`config.mk`:
```
export PLATFORM = sky130hd
export DESIGN_NAME = fir
export DESIGN_NICKNAME = d
export VERILOG_FILES = /design/src/rtl/fir_pkg.sv /design/src/rtl/fir_da_lut.sv /design/src/rtl/fir.sv
export SDC_FILE = /design/constraint.sdc
export NUM_CORES = 1
export LEC_CHECK = 0
export BUFFER_PORTS_ARGS = -buffer_cell sky130_fd_sc_hd__buf_2
export CORE_UTILIZATION = 55
export CTS_BUF_LIST = sky130_fd_sc_hd__clkbuf_8 sky130_fd_sc_hd__clkbuf_16
export DETAILED_ROUTE_END_ITERATION = 10
export PLACE_DENSITY_LB_ADDON = 0.3
export SLEW_MARGIN = 20
export SYNTH_ARGS = -nofsm -noshare
export SYNTH_HDL_FRONTEND = slang
export SYNTH_SLANG_ARGS = --single-unit
```
`constraint.sdc`:
```
create_clock -name i_clk -period 5.2 [get_ports i_clk]
set_input_delay 0.26 -clock i_clk [delete_from_list [all_inputs] [get_ports i_clk]]
set_output_delay 0.26 -clock i_clk [all_outputs]
set_load 0.05 [all_outputs]
```
`src/rtl/fir_pkg.sv`:
```
// rtl/fir_pkg.sv - default FIR geometry, coefficients and accumulator sizing helpers
package fir_pkg;

    localparam int DEF_NB_DATA = 4;
    localparam int DEF_N_TAPS  = 4;

    // Q3 taps h[0]..h[3] = {1,3,3,1}/8, h[0] in the most significant slice
    localparam logic [DEF_N_TAPS*DEF_NB_DATA-1:0] DEF_COEF = 16'h1331;

    function automatic int acc_width(input int nb_data, input int n_taps);
        return 2 * nb_data + $clog2(n_taps);
    endfunction

    function automatic int lut_width(input int nb_data, input int n_taps);
        return nb_data + $clog2(n_taps);
    endfunction

    localparam int DEF_ACC_W = acc_width(DEF_NB_DATA, DEF_N_TAPS);

endpackage

```
`src/rtl/fir_da_lut.sv`:
```
// rtl/fir_da_lut.sv - distributed-arithmetic partial sum of the taps whose current bit is set
module fir_da_lut
    import fir_pkg::*;
#(
    parameter int NB_DATA = DEF_NB_DATA,
    parameter int N_TAPS  = DEF_N_TAPS,
    parameter logic [N_TAPS*NB_DATA-1:0] COEF = DEF_COEF,
    parameter int LUT_W   = lut_width(NB_DATA, N_TAPS)
) (
    input  logic [N_TAPS-1:0]       tap_bits,
    output logic signed [LUT_W-1:0] part_sum
);

    always_comb begin
        part_sum = '0;
        for (int k = 0; k < N_TAPS; k++) begin
            if (tap_bits[k]) begin
                part_sum = part_sum
                         + LUT_W'($signed(COEF[(N_TAPS-1-k)*NB_DATA +: NB_DATA]));
            end
        end
    end

endmodule

```
`src/rtl/fir.sv`:
```
// rtl/fir.sv - bit-serial DA FIR, one sample per NB_DATA-cycle frame; FIR_SAT_EN selects clamping over wrap
module fir
    import fir_pkg::*;
#(
    parameter int NB_DATA = DEF_NB_DATA,
    parameter int N_TAPS  = DEF_N_TAPS,
    parameter logic [N_TAPS*NB_DATA-1:0] COEF = DEF_COEF
) (
    input  logic                      i_clk,
    input  logic                      i_rst,
    input  logic signed [NB_DATA-1:0] i_data,
    output logic                      o_busy,
    output logic signed [NB_DATA-1:0] o_data
);

    localparam int ACC_W = acc_width(NB_DATA, N_TAPS);
    localparam int LUT_W = lut_width(NB_DATA, N_TAPS);
    localparam int PH_W  = (NB_DATA > 1) ? $clog2(NB_DATA) : 1;
    localparam logic [PH_W-1:0] PH_LAST = PH_W'(NB_DATA - 1);

    logic [PH_W-1:0]           phase;
    logic signed [NB_DATA-1:0] cap;
    logic signed [NB_DATA-1:0] dline [N_TAPS];
    logic signed [ACC_W-1:0]   acc;

    logic                      frame_end;
    logic                      cap_en;
    logic [N_TAPS-1:0]         tap_bits;
    logic signed [LUT_W-1:0]   part_sum;
    logic signed [ACC_W-1:0]   term;
    logic signed [ACC_W-1:0]   acc_next;
    logic signed [NB_DATA-1:0] y_out;

    assign frame_end = (phase == PH_LAST);
    assign cap_en    = (phase == '0);
    assign o_busy    = ~frame_end;

    // Bit slice of the whole delay line at the weight currently being processed
    always_comb begin
        tap_bits = '0;
        for (int k = 0; k < N_TAPS; k++) begin
            tap_bits[k] = dline[k][phase];
        end
    end

    fir_da_lut #(
        .NB_DATA (NB_DATA),
        .N_TAPS  (N_TAPS),
        .COEF    (COEF),
        .LUT_W   (LUT_W)
    ) u_lut (
        .tap_bits (tap_bits),
        .part_sum (part_sum)
    );

    // Phase 0 restarts the sum; the sign weight is subtracted on the last phase
    always_comb begin
        term     = ACC_W'(part_sum) <<< phase;
        acc_next = (cap_en ? '0 : acc) + (frame_end ? -term : term);
    end

`ifdef FIR_SAT_EN
    localparam logic signed [ACC_W-1:0] Y_MAX = ACC_W'((1 << (NB_DATA - 1)) - 1);
    localparam logic signed [ACC_W-1:0] Y_MIN = ACC_W'(-(1 << (NB_DATA - 1)));

    logic signed [ACC_W-1:0] y_full;

    always_comb begin
        y_full = acc_next >>> (NB_DATA - 1);
        if (y_full > Y_MAX) begin
            y_out = NB_DATA'(Y_MAX);
        end else if (y_full < Y_MIN) begin
            y_out = NB_DATA'(Y_MIN);
        end else begin
            y_out = NB_DATA'(y_full);
        end
    end
`else
    // Floor division by 2^(NB_DATA-1) then wrap is just a bit slice
    always_comb begin
        y_out = acc_next[NB_DATA-1 +: NB_DATA];
    end
`endif

    always_ff @(posedge i_clk or negedge i_rst) begin
        if (!i_rst) begin
            phase  <= '0;
            cap    <= '0;
            acc    <= '0;
            o_data <= '0;
            for (int k = 0; k < N_TAPS; k++) begin
                dline[k] <= '0;
            end
        end else begin
            phase <= frame_end ? '0 : phase + PH_W'(1);
            acc   <= acc_next;
            if (cap_en) begin
                cap <= i_data;
            end
            if (frame_end) begin
                o_data   <= y_out;
                dline[0] <= cap;
                for (int k = 1; k < N_TAPS; k++) begin
                    dline[k] <= dline[k-1];
                end
            end
        end
    end

endmodule

```
Word level (Yosys, flattened, before mapping). Index checks and enable logic that the tools add are counted.

Logic and storage cells: 34. Output and inout bits: 5. Register bits: 36.

Shifts and indexed selects: 1. Bitwise operators: 1. Equality and inequality tests: 1. Add/sub/neg operators: 6. Mux-type cells: 15. Magnitude comparators: 1. Reduce and logical (&&, ||, !) cells: 1.

Operators by type and width (count): two-way mux 10 bit (2); two-way mux 6 bit (3); adder 10 bit (1); negation 10 bit (1); <<< shifter 6 x 2 -> 10 bit (1); binary-select mux 1 bit (select 2 bit) (4); adder 6 x 2 -> 6 bit (second input constant) (1); adder 6 x 3 -> 6 bit (second input constant) (1); two-way mux 1 bit (5); adder 1 x 2 -> 3 bit (second input constant) (1); < comparator 2 x 3 -> 1 bit (second input constant) (1); adder 2 x 1 -> 2 bit (second input constant) (1); == test 2 bit (second input constant) (1); logical NOT 2 bit (1); two-way mux 2 bit (1); inverter 1 bit (1).

Longest topological paths before layout.
Depth after elaboration: 13. Mapped depth: 28. Depth with buffers taken out: 26.

By module. Synthesis repeated with hierarchy kept, for this count alone.

Cells, all modules: 177. Area, all modules: 2048.2 µm².

By module, submodules not included: fir (cells an instance 147, times used 1, area an instance 1806.7 µm², seq. area each 825.8 µm²); fir_da_lut (cells an instance 30, times used 1, area an instance 241.5 µm², seq. area each 0.0 µm²).

Least setup slack after synthesis. Ideal clock, no wire load.

Path type: reg2reg. Start: reg phase[0]. End: reg o_data[3]. Data required time: 5123 ps. Arrival time: 5015 ps. Period minus slack after synthesis: 5093 ps. Library setup time: 77 ps. Slack: 107 ps. Path buffers: 2. Cell stages (with the launch flop): 26. Cell sequence: dfrtp_1 > clkbuf_1 > clkbuf_8 > mux4_2 > inv_1 > ha_1 > nor2_1 > a22oi_1 > and2_1 > ha_1 > inv_1 > nor2_1 > a311oi_2 > a21oi_2 > nand2_1 > ha_1 > nand2_1 > o21ai_0 > fa_1 > a21o_1 > a21oi_1 > o21bai_1 > a21oi_1 > xnor2_1 > xnor3_1 > a21oi_1.

Cells in the longest elaborated chain, start to end: 13. Elaborated cells between the ends (all ways): 22.

RTL lines: from (decl) (RTL line fir.sv:21) `logic [PH_W-1:0] phase;`; from (signal assigned) (RTL line fir.sv:95) `phase <= frame_end ? '0 : phase + PH_W'(1);`; binary-select mux 1 bit (select 2 bit) (RTL line fir.sv:42) `tap_bits[k] = dline[k][phase];`; two-way mux 1 bit (implied by the code) (RTL line fir.sv:42); two-way mux 1 bit (RTL line fir_da_lut.sv:17) `if (tap_bits[k]) begin`; adder 1 x 2 -> 3 bit (RTL line fir_da_lut.sv:19) `+ LUT_W'($signed(COEF[(N_TAPS-1-k)*NB_DATA +: NB_DATA]));`; two-way mux 6 bit (RTL line fir_da_lut.sv:17); adder 6 x 3 -> 6 bit (RTL line fir_da_lut.sv:19); two-way mux 6 bit (RTL line fir_da_lut.sv:17); adder 6 x 2 -> 6 bit (RTL line fir_da_lut.sv:19); two-way mux 6 bit (RTL line fir_da_lut.sv:17); <<< shifter 6 x 2 -> 10 bit (RTL line fir.sv:58) `term = ACC_W'(part_sum) <<< phase;`; negation 10 bit (RTL line fir.sv:59) `acc_next = (cap_en ? '0 : acc) + (frame_end ? -term : term);`; two-way mux 10 bit (RTL line fir.sv:59); adder 10 bit (RTL line fir.sv:59); to (signal assigned) (RTL line fir.sv:101) `o_data <= y_out;`; to (decl) (RTL line fir.sv:13) `output logic signed [NB_DATA-1:0] o_data`.

Several ways; a longest one is shown, not always the timed one. The select of a mux whose other input is x is not followed. A chain may end at the register's enable or synchronous reset.

Worst setup path after layout.
Start: reg phase[0]. End: reg acc[6].

Cells in the longest elaborated chain, start to end: 13. Elaborated cells between the ends (all ways): 22.

RTL lines: binary-select mux 1 bit (select 2 bit) (RTL line fir.sv:42); two-way mux 1 bit (implied by the code) (RTL line fir.sv:42); two-way mux 1 bit (RTL line fir_da_lut.sv:17); adder 1 x 2 -> 3 bit (RTL line fir_da_lut.sv:19); two-way mux 6 bit (RTL line fir_da_lut.sv:17); adder 6 x 3 -> 6 bit (RTL line fir_da_lut.sv:19); two-way mux 6 bit (RTL line fir_da_lut.sv:17); adder 6 x 2 -> 6 bit (RTL line fir_da_lut.sv:19); two-way mux 6 bit (RTL line fir_da_lut.sv:17); <<< shifter 6 x 2 -> 10 bit (RTL line fir.sv:58); negation 10 bit (RTL line fir.sv:59); two-way mux 10 bit (RTL line fir.sv:59); adder 10 bit * (RTL line fir.sv:59); net acc_next[6] (RTL line fir.sv:31) `logic signed [ACC_W-1:0] acc_next;`; to (signal assigned) (RTL line fir.sv:96) `acc <= acc_next;`; to (decl) (RTL line fir.sv:24) `logic signed [ACC_W-1:0] acc;`.

Mark *: on every way through the listed nets, which the timed path passes. The rest lies on a longest branch. The select of a mux whose other input is x is not followed.

==> flow_summary.ini <==
[outcome]
status = finished, final reports clean

[pwr]
pwr_density_cell_nw_per_um2 = 296
ir_worst_vdd_uv = 264
leakage_nw = 1.15

[layout]
fin_util_pct = 66.0
multi_input_area_um2 = 1490
fillers = 337
area_growth_pct = 13.1
nets = 259
seq_area_um2 = 827
diodes = 0
stdcell_area_um2 = 2680
drive_above_1_share_pct = 33.5

[synthesis]
synth_fa_ha_area_share_pct = 8.25
synth_area_um2 = 2370
synth.most_common_cell = dfrtp_1
synth_area_leader_cell = dfrtp_1
ys_warn_count = 0
ys_seq_elements = 33
synthTopCellsByCount = 33 x dfrtp_1, 24 x mux2_2, 14 x ha_1, 14 x xnor2_1
async_reset_ff_share_pct = 100
synth_edf_count = 0
ys_seq_area_share_pct = 34.9
synth_xor_area_share_pct = 8.62
yosys-top-cells-area = dfrtp_1 35%, mux2_2 11%, ha_1 7.4%
netlist_instances = 219
synth.top_cell.area_share_pct = 34.9
synth_compound_area_share_pct = 14.1
ys_types = 56
synth-main-ff-cell = dfrtp_1
synth_fp_nets = 240
synth_top_family_by_area = multiplexers
synth_simple_gate_area_share_pct = 10.3
muxShareOfSynthArea_pct = 19.1
syn_avg_cell_area_um2 = 10.8

[sta]
setup_ws_ps = 199
fin_crit_ps = 5000
final.period_utilization_pct = 96.2
tightest_slew_ps = 707
timing.fmax_ghz = 0.200
slew_violations = 0
hold_viol = 0
fin_worst_skew_ps = 5.44
slew_headroom_pct = 52.8
setup_viol = 0

[worst_setup_path]
path_class = register to register
crit_fanout = 7
worstPathArrival_ps = 5210
worstSetupEndpointType = register
cp_slowest_stage_delay_ps = 550
r2r_cells = 27
crit_slowest_cell = mux4_2
required_ps = 5410
regToRegSetupSlack_ps = 200
worst_setup_path_start_kind = register

[clocking]
cts.clk_slew.worst_paths_ps = 70
clock-root-buffer = clkbuf_8
htree_levels = 2
cts.path.max_buffers = 2
cts.sinks = 33
clk_latency_ps = 290
numCtsBuffers = 5
cts_tree = built

[floorplan]
core-area_um2 = 4060
design.die.area_um2 = 4570
die_h_um = 67.6
io_pins = 11
start_util_pct = 58.3
rows = 23
die_x_um = 67.6

[routing]
postRouteAntennaNets = 0
drc_errors = 0
dr.pass1.iters = 4
drt-initial-drc-count = 89
vias = 1712
drt_wl_total_mm = 5.02
drt-vias-per-instance = 5.92
wl_per_cell_um = 17.4

[place]
place_area_um2 = 2460
hpwl_mm = 3.47
port_buffers = 10
pre_cts_ws_ps = -69.8
gp_congestion = 0.936

[grt]
grt_overflow = 0
antenna_found_initial = 0
grt_usage_pct = 24.5
grt_pass1_vias = 1629
grt_first_pass_wirelength_mm = 8.02
grt_max_degree = 34

[min_path]
hold_class = primary input to async pin

[run]
cap_violations = 0
## what timing repair did
action,4_1_cts,5_1_grt
gates resized for setup,2,12
endpoints found under the setup margin,1,2
pin swaps,1,6
setup buffers,2,3
endpoints found under the hold margin,0,0
hold buffers,0,0
## cell type report
| cell class | count | share of cell area [%] |
|---|---|---|
| Timing Repair Buffer | 22 | 5.23 |
| Clock inverter | 3 | 1.73 |
| Sequential cell | 33 | 30.9 |
| Inverter | 11 | 1.54 |
| Clock buffer | 5 | 2.57 |
| Multi-Input combinational cell | 165 | 55.7 |
| Tap cell | 50 | 2.34 |
## path summary, 6_finish.rpt
kind | from | end
max | phase[0] | acc[6]
min | i_rst | o_data[1]
max reg2reg | phase[0] | acc[6]
min reg2reg | phase[0] | phase[0]
max in group asynchronous | i_rst | phase[0]
min in group i_clk | i_data[1] | cap[1]
## placed cells by master, fill, tap and decap left out, drive strengths merged, types with 4 or more instances in the layout
cell type	Yosys	final
nand2	11	11
dfrtp	33	33
nand2b	5	5
inv	11	11
o21ai	9	9
nor2	11	11
nor2b	8	8
ha	14	14
buf	4	22
xor2	4	4
a21oi	12	12
mux2i	9	9
mux2	25	25
clkbuf	6	5
xnor2	14	14
## sequential cells by signal (all words and copies together), names as in the netlist
| name | cells |
|---|---|
| phase | 2 |
| dline | 16 |
| acc | 7 |
| o_data | 4 |
| cap | 4 |
## routing by layer
layer / wire length, µm / vias up / track usage [%]
li1: - / 828 / -
met1: 2440 / 849 / 34.7
met2: 2380 / 29 / 37.0
met3: 140 / 6 / 4.73
met4: 53 / 0 / 8.78
met5: 0 / - / 0
## critical path, delay by kind of cell (launching register included)
kind,cells,cell delay [ps]
AOI/OAI and AO/OA,9,1330
adders and majority gates,4,960
xor gates and xnor gates,4,660
muxes,1,550
and+or+nand+nor,5,530
buffers and inverters,4,470
DFF,1,410
## logic make-up (layout without fill, tap and decap cells)
logic type | after synthesis | in the layout
AND/OR/NAND/NOR | 47 | 47
XOR/XNOR | 20 | 20
multiplexers | 36 | 36
buffers and inverters | 21 | 41
flip-flops | 33 | 33
AO/OA/AOI/OAI | 47 | 47
adder cells (fa/ha/maj) | 15 | 15
## per-stage QoR
stage	hold WS [ps]	setup TNS (ps)	total power, mW	std cells
global placement	347	0	0.531	276
CTS	25.2	0	0.786	286
global route	80.6	-126	0.832	289
finish	15.0	0	0.792	289
detailed placement	345	-69.8	0.538	276
floorplan	-35.6	0	0.480	219
## power by group
| part | internal (mW) | switching (mW) | leakage [nW] |
|---|---|---|---|
| Combinational | 0.0953 | 0.153 | 0.700 |
| Sequential | 0.286 | 0.0168 | 0.394 |
| Clock | 0.143 | 0.0975 | 0.0543 |
| Total | 0.524 | 0.268 | 1.15 |
Power figures use the tool's default switching activity.
